File: src/rtl/fetch_ctrl.sv
// -----------------------------------------------------------------------------
// fetch_ctrl
//   Sequencing controller for the fetch-stage PC register. It produces the
//   next-PC value and the PC write enable, and drives the IF/ID enable and
//   the D/E bubble. There are three sources of control:
//     - D-stage branch/jump redirects,
//     - data-hazard stalls from the hazard unit,
//     - an internal mult/div busy tracker (IDLE/BUSY counter FSM).
//
// Ports
//   clk        in   1   system clock, rising edge
//   reset      in   1   asynchronous, active-high reset
//   pc         in   32  current PC (PC register output)
//   br_taken   in   1   D-stage branch/jump resolved taken
//   br_target  in   32  D-stage redirect target (low two bits forced to 0)
//   hz_stall   in   1   data-hazard stall request
//   md_start   in   1   E-stage mult/div issue pulse
//   md_is_div  in   1   qualifies md_start: 1 = div/divu, 0 = mult/multu
//   md_use     in   1   D-stage instruction touches the mult/div unit or HI/LO
//   npc        out  32  next PC, to PC register input
//   pc_en      out  1   PC register write enable
//   fd_en      out  1   IF/ID pipeline register enable
//   de_flush   out  1   clear D/E register (insert bubble)
//   md_busy    out  1   mult/div unit busy (registered)
//
// Optional feature, macro FETCH_PERF_EN:
//   stall_cnt  out  32  count of stalled cycles outside reset (wraps)
//   md_stall   out  1   stall caused by the mult/div unit
// -----------------------------------------------------------------------------
module fetch_ctrl #(
    parameter logic [31:0] RESET_PC    = 32'h0000_3000,
    parameter int          MULT_CYCLES = 5,
    parameter int          DIV_CYCLES  = 10,
    parameter int          CNT_W       = 4
) (
    input  logic        clk,
    input  logic        reset,
    input  logic [31:0] pc,
    input  logic        br_taken,
    input  logic [31:0] br_target,
    input  logic        hz_stall,
    input  logic        md_start,
    input  logic        md_is_div,
    input  logic        md_use,
`ifdef FETCH_PERF_EN
    output logic [31:0] stall_cnt,
    output logic        md_stall,
`endif
    output logic [31:0] npc,
    output logic        pc_en,
    output logic        fd_en,
    output logic        de_flush,
    output logic        md_busy
);

    typedef enum logic [0:0] {
        IDLE = 1'b0,
        BUSY = 1'b1
    } md_state_e;

    md_state_e        state_q, state_d;
    logic [CNT_W-1:0] cnt_q, cnt_d;
    logic             md_busy_q, md_busy_d;
    logic             md_stall_s;
    logic             stall_s;

    // Busy tracker next-state: load on issue, count down, return to IDLE at 1.
    always_comb begin
        state_d = state_q;
        cnt_d   = cnt_q;
        case (state_q)
            IDLE: begin
                if (md_start) begin
                    cnt_d   = md_is_div ? CNT_W'(DIV_CYCLES) : CNT_W'(MULT_CYCLES);
                    state_d = BUSY;
                end else begin
                    cnt_d   = {CNT_W{1'b0}};
                end
            end
            BUSY: begin
                // A second issue while busy cannot happen upstream, so it is ignored.
                if (cnt_q == CNT_W'(1)) begin
                    state_d = IDLE;
                    cnt_d   = {CNT_W{1'b0}};
                end else begin
                    cnt_d   = cnt_q - CNT_W'(1);
                end
            end
            default: begin
                state_d = IDLE;
                cnt_d   = {CNT_W{1'b0}};
            end
        endcase
        md_busy_d = (state_d == BUSY);
    end

    // Busy tracker state, counter and registered busy flag.
    always_ff @(posedge clk or posedge reset) begin
        if (reset) begin
            state_q   <= IDLE;
            cnt_q     <= {CNT_W{1'b0}};
            md_busy_q <= 1'b0;
        end else begin
            state_q   <= state_d;
            cnt_q     <= cnt_d;
            md_busy_q <= md_busy_d;
        end
    end

    assign md_busy = md_busy_q;

    // The issue cycle already counts as busy so a dependent mfhi/mflo right
    // behind the mult/div stalls without a gap.
    assign md_stall_s = md_use & (md_busy_q | md_start);
    assign stall_s    = hz_stall | md_stall_s;

    // PC sequencing: reset overrides, a stall holds the PC and drops any
    // pending redirect (the branch is re-evaluated once the stall releases).
    always_comb begin
        npc      = pc;
        pc_en    = 1'b0;
        fd_en    = 1'b0;
        de_flush = 1'b1;
        if (reset) begin
            npc      = RESET_PC;
            pc_en    = 1'b0;
            fd_en    = 1'b0;
            de_flush = 1'b1;
        end else if (stall_s) begin
            npc      = pc;
            pc_en    = 1'b0;
            fd_en    = 1'b0;
            de_flush = 1'b1;
        end else begin
            npc      = br_taken ? {br_target[31:2], 2'b00} : (pc + 32'd4);
            pc_en    = 1'b1;
            fd_en    = 1'b1;
            de_flush = 1'b0;
        end
    end

`ifdef FETCH_PERF_EN
    logic [31:0] stall_cnt_q, stall_cnt_d;

    // Stall counter increment; wraps naturally at 32 bits.
    always_comb begin
        if (stall_s) begin
            stall_cnt_d = stall_cnt_q + 32'd1;
        end else begin
            stall_cnt_d = stall_cnt_q;
        end
    end

    // Stall counter register; held at zero while reset is asserted.
    always_ff @(posedge clk or posedge reset) begin
        if (reset) begin
            stall_cnt_q <= 32'd0;
        end else begin
            stall_cnt_q <= stall_cnt_d;
        end
    end

    assign stall_cnt = stall_cnt_q;
    assign md_stall  = md_stall_s;
`endif

endmodule
File: config.mk
export PLATFORM = sky130hd
export DESIGN_NAME = fetch_ctrl
export DESIGN_NICKNAME = d
export VERILOG_FILES = /design/src/rtl/fetch_ctrl.sv
export SDC_FILE = /design/constraint.sdc
export NUM_CORES = 1
export LEC_CHECK = 0
export ABC_AREA = 1
export CORE_UTILIZATION = 35
export CTS_CLUSTER_DIAMETER = 150
export DETAILED_ROUTE_END_ITERATION = 7
export PLACE_DENSITY = 0.83
export SYNTH_ARGS = -nofsm -noshare
export SYNTH_HDL_FRONTEND = slang
export SYNTH_SLANG_ARGS = --single-unit
File: constraint.sdc
create_clock -name clk -period 2.2 [get_ports clk]
set_clock_uncertainty 0.15 [all_clocks]
set_input_delay 0.44 -clock clk [delete_from_list [all_inputs] [get_ports clk]]
set_output_delay 0.44 -clock clk [all_outputs]
set_load 0.01 [all_outputs]
==> impl_metrics.tcl, run 1 <==
set metrics [dict create \
    first_global_vias 3117 \
    finalNetCount 611 \
    avgSynthCellArea_um2 5.32 \
    p_clk_share_pct 13.3 \
    drt_wl_total_mm 10.5 \
    hold_violations 0 \
    clk_path_buf_depth 2 \
    final_cell_mix "nand2_1 (79), buf_4 (63), buf_2 (41)" \
    setup_viol 24 \
    synth_fp_nets 429 \
    drt-initial-drc-count 345 \
    synthCells 355 \
    synth_ff_type "dfrtp_1" \
    n_antenna_cell 0 \
    first_pass_iters 5 \
    synth_top_area_share_pct 20.7 \
    fin_ws_ns -0.202 \
    detail-route-antenna-nets 0 \
    crit_path_start_kind "input pin" \
    p_leak_uw 0.00192 \
    hpwl_mm 5.90 \
    tightest_slew_ns 0.291 \
    rows 26 \
    cts_tree "built" \
    synth_cell_types 33 \
    viasPerCell 5.70 \
    synthArstFlopShare_pct 100 \
    power.density_nw_per_um2 326 \
    crit_type "in2out" \
    vias 3455 \
    cts.reportedPaths.clkPinSlew_ns 0.04 \
    grt_max_degree 22 \
    antenna_found_initial 0 \
    slowest_delay_ns 0.18 \
    drc_errors 0 \
    hold_path_class "in2async" \
    port_buffers 104 \
    relSlewSlack_pct 80.6 \
    cts-htree-levels 1 \
    net-switching-power_uw 595 \
    required_ns 1.61 \
    synth_area_leaders "nand2_1 (21%), o21ai_0 (9.8%), a21oi_1 (9.0%)" \
    crit_fanout 4 \
    die_h_um 75.5 \
    sw_frac_of_total_pct 45.4 \
    p_comb_share_pct 73.3 \
    insertion_delay_ns 0.22 \
    holdWs_ns 0.347 \
    synth_edf_count 0 \
    status "finished, violations left" \
    routabilityCongestion 0.887 \
    clockRootBuffer "clkbuf_8" \
    rsz0062_at_grt "true" \
    peakVddDrop_mv 0.615 \
    maxCapViolCount 0 \
    wl_per_cell_um 17.3 \
    yosysTopAreaCell "nand2_1" \
    pre_cts_ws_ns -0.920 \
    slowest_stage "nor2_4" \
    arrival_ns 1.81 \
    drive_gt1_share_pct 49.4 \
    area_growth_syn_to_layout_pct 113 \
    utilization_pct 78.1 \
    numCtsBuffers 3 \
    grt_use_total_pct 31.5 \
    synth.cell_area_um2 1890 \
    fin_crit_ns 2.40 \
    yosysSeqAreaShare_pct 6.62 \
    layout_commonest_cell "nand2_1" \
    synth.ff_latch_count 5 \
    max_freq_ghz 0.416 \
    start_util_pct 36.8 \
    coreArea_um2 5140 \
    seq_power_share_pct 13.4 \
    drv_slew 0 \
    end_kind "output port" \
    die_area_um2 5700 \
    crit_chain "buf_8 > ha_4 > nand2_4 > nor2_4 > nand2_4 > nor2_2 > nand2_1 > nand2_1 > nand3_1 > a21oi_1 > buf_2" \
    die_w_um 75.5 \
    yosys_warnings 0 \
    cts_sinks 5 \
    io_pins 107 \
    cts_hold_buf 0 \
    grt_pass1_wl_mm 13.8 \
    violations "setup timing" \
    post-route-period-util_pct 109 \
    gr-total-overflow 0 \
    p_int_uw 715 \
]
==> path summary, 6_finish.rpt <==
kind	start	slack (ns)	to	cells after the start
worst max-delay path	pc[2]	-0.20	npc[28]	11
worst min-delay path	reset	0.35	md_busy	3
worst max register to register	md_busy	0.83	cnt_q[2]	5
worst min register to register	cnt_q[0]	0.39	cnt_q[0]	1
max in group asynchronous	reset	1.43	cnt_q[3]	3
min in group clk	cnt_q[0]	0.39	cnt_q[0]	1
==> worst max-delay path, delay by kind of cell <==
kind	cells	cell delay [ns]
AO/OA/AOI/OAI	1	0.17
buffers and inverters	2	0.23
AND/OR/NAND/NOR	7	0.83
adder cells (fa/ha/maj)	1	0.14
==> power by group through the flow <==
stage | clock (µW) | sequential, µW | combinational, µW
floorplan | 0 | 173 | 362
global placement | 0 | 170 | 780
detailed placement | 0 | 174 | 800
CTS | 175 | 175 | 856
global route | 182 | 183 | 1020
finish | 174 | 176 | 960
==> cells by family after synthesis <==
logic type / share of synthesized area (%)
compound gates: 26.6
xor+xnor: 3.71
fa+ha+maj: 1.99
buf+inv: 11.7
flops: 6.62
simple gates: 49.4
==> cell usage after synthesis (4+ instances only) <==
cell,number
nor2_2,4
o21ai_0,37
a21oi_2,7
xnor2_1,7
clkbuf_1,7
nand2_1,104
a21oi_1,34
nand3_1,27
dfrtp_1,5
nand2_2,6
inv_1,36
nor2_1,29
o21ai_1,7
nor2_4,10
nand3_2,5
==> timing repair <==
item                                    CTS  global route
endpoints found under the setup margin   35            32
pin swaps                                47            28
gates cloned                              1             1
buffers inserted                         23             4
gates resized for setup                 341            66
==> routing by layer <==
layer | vias to the layer above | GRT usage (%) | wire length (µm)
met3 | 84 | 3.44 | 1010
met5 | - | 0 | 0
li1 | 1523 | - | -
met4 | 0 | 13.8 | 698
met2 | 282 | 60.8 | 5120
met1 | 1566 | 34.5 | 3630
==> through the flow <==
| stage | setup TNS (ns) | instances | power (µW) | cell area (µm²) |
|---|---|---|---|---|
| 2_1_floorplan | 0 | 355 | 535 | 1890 |
| 4_1_cts | -0.680 | 603 | 1210 | 3770 |
| 3_3_place_gp | -26.10 | 576 | 950 | 3400 |
| 5_1_grt | -3.98 | 606 | 1380 | 4020 |
| 3_5_place_dp | -27.47 | 576 | 974 | 3400 |
| 6_report | -2.50 | 606 | 1310 | 4020 |
==> layout make-up <==
| type | instances | area [µm²] |
|---|---|---|
| flip-flops and latches | 5 | 125 |
| clock buffers | 4 | 45.0 |
| repair buffers | 192 | 1660 |
| inverters | 38 | 159 |
| multi-input cells | 297 | 1940 |
| well taps | 70 | 87.6 |
| fillers | 350 | 1120 |
==> flip-flops by register name (all words and copies together), names as in the netlist <==
register  cells
cnt_q         4
md_busy       1
Note: power is estimated with default switching activity, not from simulation.
==> inputs of run 2 (changes only) <==
CORE_MARGIN = 1.5   (was default)
SKIP_CTS_REPAIR_TIMING = 1   (was default)
==> run 2 against run 1 <==
Largest cell class unchanged. Global-route usage is 6.2 points lower. Sequential cell count stayed put. Fmax is 0.73% higher. Power is 5.7% lower. Register-to-register slack worse by 0.03 ns. The run still ends with setup timing left. Critical path depth stayed put. Highest routed layer unchanged. Die area is 2.7% higher. Non-clock buffer count is 2 lower. Count of clock-buffer cells in the layout stayed put.
==> impl_metrics.tcl, run 2 (synthesis gave the netlist of run 1 again) <==
set metrics [dict create \
    status "finished, violations left" \
    gr-total-overflow 0 \
    crit_path_start_kind "input pin" \
    r2r-end "cnt_q[2]" \
    p_int_uw 699 \
    cts.reportedPaths.clkPinSlew_ns 0.03 \
    end_kind "output port" \
    grt_max_degree 22 \
    p_clk_share_pct 13.5 \
    fin_crit_ns 2.38 \
    die_h_um 76.5 \
    routabilityCongestion 0.881 \
    numCtsBuffers 3 \
    first_pass_iters 4 \
    tightest_slew_ns 0.247 \
    r2r_start "md_busy" \
    met2_usage_pct 45.7 \
    hold_path_class "in2async" \
    drt-initial-drc-count 195 \
    clockRootBuffer "clkbuf_8" \
    fill_cells 359 \
    place_inst 579 \
    final_cell_mix "nand2_1 (82), buf_4 (66), clkdlybuf4s50_1 (35)" \
    wl_per_cell_um 15.3 \
    fin_area_um2 3950 \
    setup_viol 19 \
    stdcell_count 604 \
    io_pins 107 \
    relSlewSlack_pct 83.3 \
    drv_slew 0 \
    crit_fanout 5 \
    crit_type "in2out" \
    rsz0062_at_grt "true" \
    required_ns 1.61 \
    peakVddDrop_mv 0.562 \
    p_comb_share_pct 72.3 \
    layout_commonest_cell "nand2_1" \
    cts_sinks 5 \
    drc_errors 0 \
    rows 26 \
    coreArea_um2 5140 \
    insertion_delay_ns 0.22 \
    post-route-period-util_pct 108 \
    hpwl_mm 6.22 \
    drive_gt1_share_pct 46.8 \
    area_growth_syn_to_layout_pct 109 \
    fin_ws_ns -0.185 \
    largest_reg_flops 4 \
    die_area_um2 5850 \
    ff2ff_path_depth 6 \
    drt_wl_total_mm 9.27 \
    rrSetupSlack_ns 0.80 \
    start_util_pct 36.8 \
    holdWs_ns 0.169 \
    viasPerCell 5.32 \
    cts_tree "built" \
    grt_use_total_pct 25.4 \
    sw_frac_of_total_pct 43.4 \
    power.density_nw_per_um2 312 \
    grt_util_met3_pct 4.19 \
    max_freq_ghz 0.419 \
    hold_violations 0 \
    grt_pass1_wl_mm 12.6 \
    violations "setup timing" \
    vias 3215 \
    n_antenna_cell 0 \
    placed_area_um2 3430 \
    net-switching-power_uw 536 \
    finalNetCount 609 \
    antenna_found_initial 0 \
    top_register "cnt_q" \
    clk_path_buf_depth 2 \
    p_leak_uw 0.00205 \
    cts-htree-levels 1 \
    arrival_ns 1.79 \
    seq_power_share_pct 14.2 \
    grt_use_met1_pct 31.9 \
    grt.busiest_layer "met2" \
    die_w_um 76.5 \
    port_buffers 104 \
    first_global_vias 2762 \
    detail-route-antenna-nets 0 \
    maxCapViolCount 0 \
]
run 2: changes by cell type in the layout (fill, tap and decap cells not counted), sizes merged:
cell,before,now
dlymetal6s2s,0,21
buf,133,117
clkbuf,9,21
dlygate4sd2,10,0
clkdlybuf4s15,9,0
clkinv,1,0
inv,37,38
run 2: critical path, stage by stage:
cell	delay [ns]
buf_2	0.17
nand2_1	0.13
nor2_2	0.15
nand2_1	0.15
nor2_4	0.20
buf_6	0.13
nand2_4	0.04
nand2_2	0.06
nand3_2	0.06
a21oi_2	0.13
buf_2	0.13
run 2: cell type report:
type	instances	area (µm²)	share of cell area [%]
Inverter	38	153	3.86
Timing Repair Buffer	190	1660	42.0
Multi-Input combinational cell	297	1880	47.6
Sequential cell	5	125	3.17
Tap cell	70	87.6	2.22
Clock buffer	4	45.0	1.14
run 2: power by group through the flow:
| stage | logic, µW | registers, µW | clock network [µW] |
|---|---|---|---|
| 2_1_floorplan | 362 | 173 | 0 |
| 3_3_place_gp | 778 | 170 | 0 |
| 3_5_place_dp | 796 | 173 | 0 |
| 4_1_cts | 802 | 172 | 173 |
| 5_1_grt | 967 | 181 | 182 |
| 6_report | 892 | 175 | 167 |
run 2: worst max path at each step:
stage,from,to,slack (ns),depth (start not counted)
floorplan,pc[2],npc[24],0.19,9
global placement,pc[2],npc[26],-0.88,11
detailed placement,pc[2],npc[26],-0.93,11
CTS,pc[2],npc[10],-0.93,10
global route,pc[17],npc[26],-0.26,11
finish,pc[17],npc[26],-0.18,11
run 2: routing by layer:
metal	wire, µm	part of all wire [%]
met1	3500	38
met2	4770	52
met3	640	6.9
met4	358	3.9
met5	0	0
run 2: stage by stage:
stage	power (µW)	setup slack, ns	setup TNS, ns	util [%]
3_5_place_dp	969	-0.927	-27.47	66.7
6_report	1230	-0.185	-1.46	76.9
2_1_floorplan	535	0.188	0	-
5_1_grt	1330	-0.262	-3.34	76.9
4_1_cts	1150	-0.928	-28.12	67.6
3_3_place_gp	948	-0.875	-26.34	66.7
==> variant 1, RTL diff (flow settings as in run 1) <==
Add a define of `FETCH_PERF_EN`.
--- a/src/rtl/fetch_ctrl.sv
+++ b/src/rtl/fetch_ctrl.sv
@@ -28,4 +28,6 @@
 //   md_stall   out  1   stall caused by the mult/div unit
 // -----------------------------------------------------------------------------
+`define FETCH_PERF_EN
+
 module fetch_ctrl #(
     parameter logic [31:0] RESET_PC    = 32'h0000_3000,
Function (old outputs only; new: md_stall and stall_cnt): kept (equiv_simple and equiv_induct, registers matched by name and starting in step).
==> variant 1 against run 1 <==
- the run still ends with negative setup slack left
- sequential power increased to 5.9 times the old value
- worst setup slack improved by 0.056 ns
- synthesized area increased by 96%
- wire length grew 35%
- design area increased by 57%
- sequential cell count rose by 32
- total power rose by 130%
- maximum frequency up 2.4%
- critical path type unchanged
- largest power group unchanged
==> variant 1: results (changes against run 1) <==
outcome:
  status: "complete, but fails checks"  # unchanged
  violations: "negative setup slack"  # unchanged
synth:
  synthTopCellsByCount: "nand2_1 (187), nor2_1 (73), inv_1 (64)"  # was nand2_1 (104), o21ai_0 (37), inv_1 (36)
  synth_area_leaders: "dfrtp_1 (25%), nand2_1 (19%), nor2_1 (7.4%), nand3_1 (6.8%), inv_1 (6.5%)"  # was nand2_1 (21%), o21ai_0 (9.8%), a21oi_1 (9.0%), inv_1 (7.2%), nand3_1 (7.2%)
  synth_fa_ha_area_share_pct: 1.35  # was 1.99%
  seq_area_frac_synth_pct: 25.1  # was 6.62%
  syn_nets: 689  # was 429
  ys_types: 37  # was 33
  synth_compound_area_share_pct: 13.7  # was 26.6%
  netlist.area_leader.share_pct: 25.1  # was 20.7%
  synth_xor_area_share_pct: 5.45  # was 3.71%
pwr:
  internal_power_w: 0.00181  # was 0.000715 W
  powerClk_w: 0.000441  # was 0.000174 W
  powerSeq_w: 0.00103  # was 0.000176 W
  power_leakage_nw: 2.97  # was 1.92 nW
  max-vdd-ir-drop_mv: 0.468  # was 0.615 mV
clock_tree:
  numCtsBuffers: 5  # was 3
  clk_pin_slew_worst_paths_ns: 0.07  # was 0.04 ns
  htreeDepth: 2  # was 1
  insertion_delay_ns: 0.29  # was 0.22 ns
  clk_path_buf_depth: 2  # unchanged
setup_path:
  crit_fanout: 5  # was 4
  r2r_cells: 7  # was 5
  cp.arrival_ns: 1.76  # was 1.81 ns
  reg2reg_slack_ns: 0.44  # was 0.83 ns
placed_design:
  dp_hpwl_um: 9670  # was 5900 um
  portBuffers: 137  # was 104
  pre_cts_slack_ns: -0.972  # was -0.920 ns
  place.gp.congestion: 0.958  # was 0.887
grt:
  grt_usage_pct: 24.0  # was 31.5%
  grt_pass1_vias: 4785  # was 3117
  grt_max_degree: 32  # was 22
min_path:
  worstHoldPathCells: 2
  min_path_type: "reg2reg"  # was in2async
finish:
  final_net_count: 914  # was 611
  largest_reg_flops: 32  # was 4
  drive_above_1_share_pct: 34.6  # was 49.4%
  fillers: 889  # was 350
timing:
  whs_ns: 0.361  # was 0.347 ns
  slew-limit-headroom_pct: 72.4  # was 80.6%
  finalWorstSetupSlack_ns: -0.146  # was -0.202 ns
  finalSetupViolations: 24  # unchanged
  tns_ns: -1.42  # was -2.50 ns
drt:
  vias: 5003  # was 3455
  drt_iter0_drc: 204  # was 345
  wirelength_um: 14100  # was 10500 um
  first_pass_iters: 5  # unchanged
## variant 1: cell families (layout without fill, tap and decap cells)
group                    count (synthesis)  after routing
AO/OA/AOI/OAI                           96             96
XOR/XNOR                                23             23
adder cells (fa/ha/maj)                  4              4
buffers and inverters                   87            313
flip-flops                              37             37
AND/OR/NAND/NOR                        367            367
## variant 1: final cells by class
type	count	area share (%)
multi-input cells	490	45.2
clock buffers	8	1.27
flip-flops and latches	37	14.7
inverters	68	4.46
well taps	136	2.70
repair buffers	237	31.7
## variant 1: through the flow
stage	utilization, %	power [W]	cells	cell area [um^2]
3_5_place_dp	55.2	0.00245	937	5680
4_1_cts	59.4	0.00296	969	6110
3_3_place_gp	55.2	0.00242	937	5680
5_1_grt	61.4	0.00322	976	6310
2_1_floorplan	-	0.00172	614	3700
6_report	61.4	0.00301	976	6310
## variant 1: what timing repair did
action / 4_1_cts / 5_1_grt
resized for setup: 333 / 108
hold buffers: 0 / 0
gates cloned: 1 / 0
endpoints found under the hold margin: 0 / 0
buffers inserted: 23 / 11
endpoints found under the setup margin: 36 / 35
pin swaps: 34 / 39
## variant 1: path summary, 6_finish.rpt
check                              startpoint       endpoint
worst max-delay path                    pc[2]        npc[11]
worst min-delay path            stall_cnt[30]  stall_cnt[30]
worst max register to register   stall_cnt[0]  stall_cnt[20]
worst min register to register  stall_cnt[30]  stall_cnt[30]
max in group asynchronous               reset  stall_cnt[19]
min in group asynchronous               reset  stall_cnt[16]
## variant 1: layer usage
metal  vias up  global-route usage (%)  part of all wire, %
met5         -                       0                    0
met4         0                    12.6                  5.0
met3        58                    2.93                  6.1
met2       245                    44.3                   50
met1      2271                    26.8                   38
li1       2429                       -                    -
## variant 1: tightest hold or removal path, stage by stage, from the launching register on
cell     delay, ns
dfrtp_1       0.37
nand2_1       0.06
nand2_1       0.05
==> variant 2, RTL diff (flow settings as in run 1) <==
Made on the original files. Add an input register stage for `md_is_div`; this delays it by one clock. The other inputs are not delayed to match.
--- a/src/rtl/fetch_ctrl.sv
+++ b/src/rtl/fetch_ctrl.sv
@@ -59,4 +59,10 @@
     } md_state_e;
 
+    logic md_is_div_q;
+
+    always_ff @(posedge clk) begin
+        md_is_div_q <= md_is_div;
+    end
+
     md_state_e        state_q, state_d;
     logic [CNT_W-1:0] cnt_q, cnt_d;
@@ -72,5 +78,5 @@
             IDLE: begin
                 if (md_start) begin
-                    cnt_d   = md_is_div ? CNT_W'(DIV_CYCLES) : CNT_W'(MULT_CYCLES);
+                    cnt_d   = md_is_div_q ? CNT_W'(DIV_CYCLES) : CNT_W'(MULT_CYCLES);
                     state_d = BUSY;
                 end else begin
Formal check against the unedited RTL: not equivalent (Yosys sat finds a counterexample within 10 cycles, from zero or initial values and one cycle with reset high).
==> variant 2 against run 1 <==
- the run still ends with negative setup slack left
- synthesized cell count grew 0.28%
- design area shrank 5.9%
- sequential cell count grew 1
- core utilization shrank 5.1 points
- largest cell class unchanged
- highest routed layer unchanged
- synthesized area grew 1.1%
- via count shrank 7.9%
- total power shrank 7.5%
- worst setup slack gained 0.11 ns
- wire length shrank 16%
==> variant 2: results (changes against run 1) <==
finish:
  largest_reg_flops: 4  # unchanged
  fillers: 399  # was 350
  final_net_count: 607  # was 611
  drive_above_1_share_pct: 49.2  # was 49.4%
  diodes: 0  # unchanged
clock_tree:
  numCtsBuffers: 3  # unchanged
  root_buffer: "clkbuf_8"  # unchanged
  clk_path_buf_depth: 2  # unchanged
  insertion_delay_ns: 0.23
drt:
  wirelength_um: 8820  # was 10500 um
  first_pass_iters: 5  # unchanged
  drt_iter0_drc: 229  # was 345
  vias: 3182  # was 3455
grt:
  grt_pass1_wl_um: 12800  # was 13800 um
  grt_usage_pct: 28.6  # was 31.5%
  grt_pass1_vias: 2967  # was 3117
  antenna_found_initial: 0  # unchanged
setup_path:
  crit_path_top_delay_cell: "clkdlybuf4s15_1"  # was nor2_4
  cpPeakStageDelay_ns: 0.24  # was 0.18 ns
  cp.arrival_ns: 1.71  # was 1.81 ns
  crit_fanout: 3  # was 4
timing:
  finalSetupViolations: 13  # was 24
  slew-limit-headroom_pct: 84.4  # was 80.6%
  tns_ns: -0.440  # was -2.50 ns
  finalWorstSetupSlack_ns: -0.0972  # was -0.202 ns
synth:
  synth_area_leaders: "nand2_1 (20%), o21ai_0 (9.7%), a21oi_1 (8.9%), inv_1 (7.1%), nand3_1 (7.1%)"  # was nand2_1 (21%), o21ai_0 (9.8%), a21oi_1 (9.0%), inv_1 (7.2%), nand3_1 (7.2%)
  ys.flop_type: "dfrtp_1"  # unchanged
  seq_area_frac_synth_pct: 7.60  # was 6.62%
  synth_compound_area_share_pct: 26.3  # was 26.6%
  synth_fa_ha_area_share_pct: 1.97  # was 1.99%
  ys_async_sr_fraction_pct: 83.3  # was 100%
  synth_xor_area_share_pct: 3.67  # was 3.71%
  ys_types: 34  # was 33
  yosys_warnings: 0  # unchanged
  syn_nets: 430  # was 429
min_path:
  min_path_type: "in2async"  # unchanged
placed_design:
  portBuffers: 104  # unchanged
  place.gp.congestion: 0.870  # was 0.887
  dp_hpwl_um: 5940  # was 5900 um
pwr:
  power_leakage_nw: 1.85  # was 1.92 nW
  internal_power_w: 0.000681  # was 0.000715 W
  max-vdd-ir-drop_mv: 0.589  # was 0.615 mV
outcome:
  status: "complete, but fails checks"  # unchanged
  violations: "negative setup slack"  # unchanged
==> variant 2: cell types whose count changed after synthesis, sizes merged <==
cell          run 1  this run
dfxtp             0         1
==> variant 2: final timing paths <==
path,slack (ns),depth (start not counted),startpoint,to
min,0.28,3,reset,cnt_q[0]
max reg2reg,0.95,5,md_busy,cnt_q[2]
min reg2reg,0.35,2,md_is_div_q,cnt_q[3]
max,-0.1,10,pc[25],npc[28]
max in group asynchronous,1.52,3,reset,md_busy
min in group clk,0.35,2,md_is_div_q,cnt_q[3]
==> variant 2: power by group through the flow <==
| stage | clock [W] | sequential [W] | combinational (W) |
|---|---|---|---|
| floorplan | 0 | 0.000193 | 0.000362 |
| global placement | 0 | 0.000189 | 0.000783 |
| detailed placement | 0 | 0.000194 | 0.000804 |
| CTS | 0.000188 | 0.000194 | 0.000797 |
| global route | 0.000193 | 0.000200 | 0.000915 |
| finish | 0.000182 | 0.000193 | 0.000836 |
==> variant 2: per-layer routing <==
layer,track usage (%),vias up,wire (um)
li1,-,1515,-
met1,33.4,1465,3450
met2,52.6,164,4410
met3,3.04,38,617
met4,12.1,0,344
met5,0,-,0
==> variant 2: area by class of cell <==
class | count | area [um^2] | share of cell area, %
inverter | 38 | 149 | 3.94
tap | 70 | 87.6 | 2.32
timing repair buffer | 187 | 1480 | 39.2
clock buffer | 4 | 45.0 | 1.19
sequential | 6 | 145 | 3.84
multi-input combinational | 297 | 1870 | 49.5
==> variant 2: cell families (layout without fill, tap and decap cells) <==
family,count (synthesis),after routing
xor+xnor,8,8
fa+ha+maj,3,3
simple gates,194,194
compound gates,92,92
buf+inv,53,229
flops,6,6
==> variant 2: through the flow <==
stage	total power [W]	area [um^2]	std cells	setup WS [ns]	hold slack (ns)
floorplan	0.000555	1910	356	0.188	0.292
global placement	0.000971	3460	580	-0.866	0.337
detailed placement	0.000998	3460	580	-0.915	0.353
CTS	0.00118	3650	601	-0.0351	0.248
global route	0.00131	3780	602	-0.129	0.293
finish	0.00121	3780	602	-0.0972	0.281
==> variant 2: worst max-delay path: cells and delay by family <==
family                 cells  cell delay, ns
AOI/OAI and AO/OA          1            0.14
and+or+nand+nor            7            0.75
buffers and inverters      2            0.38
==> variant 2: repair_timing <==
action | 4_1_cts | 5_1_grt
pin swaps | 43 | 33
setup endpoints to repair | 35 | 31
setup buffers | 23 | 1
resized for setup | 306 | 75
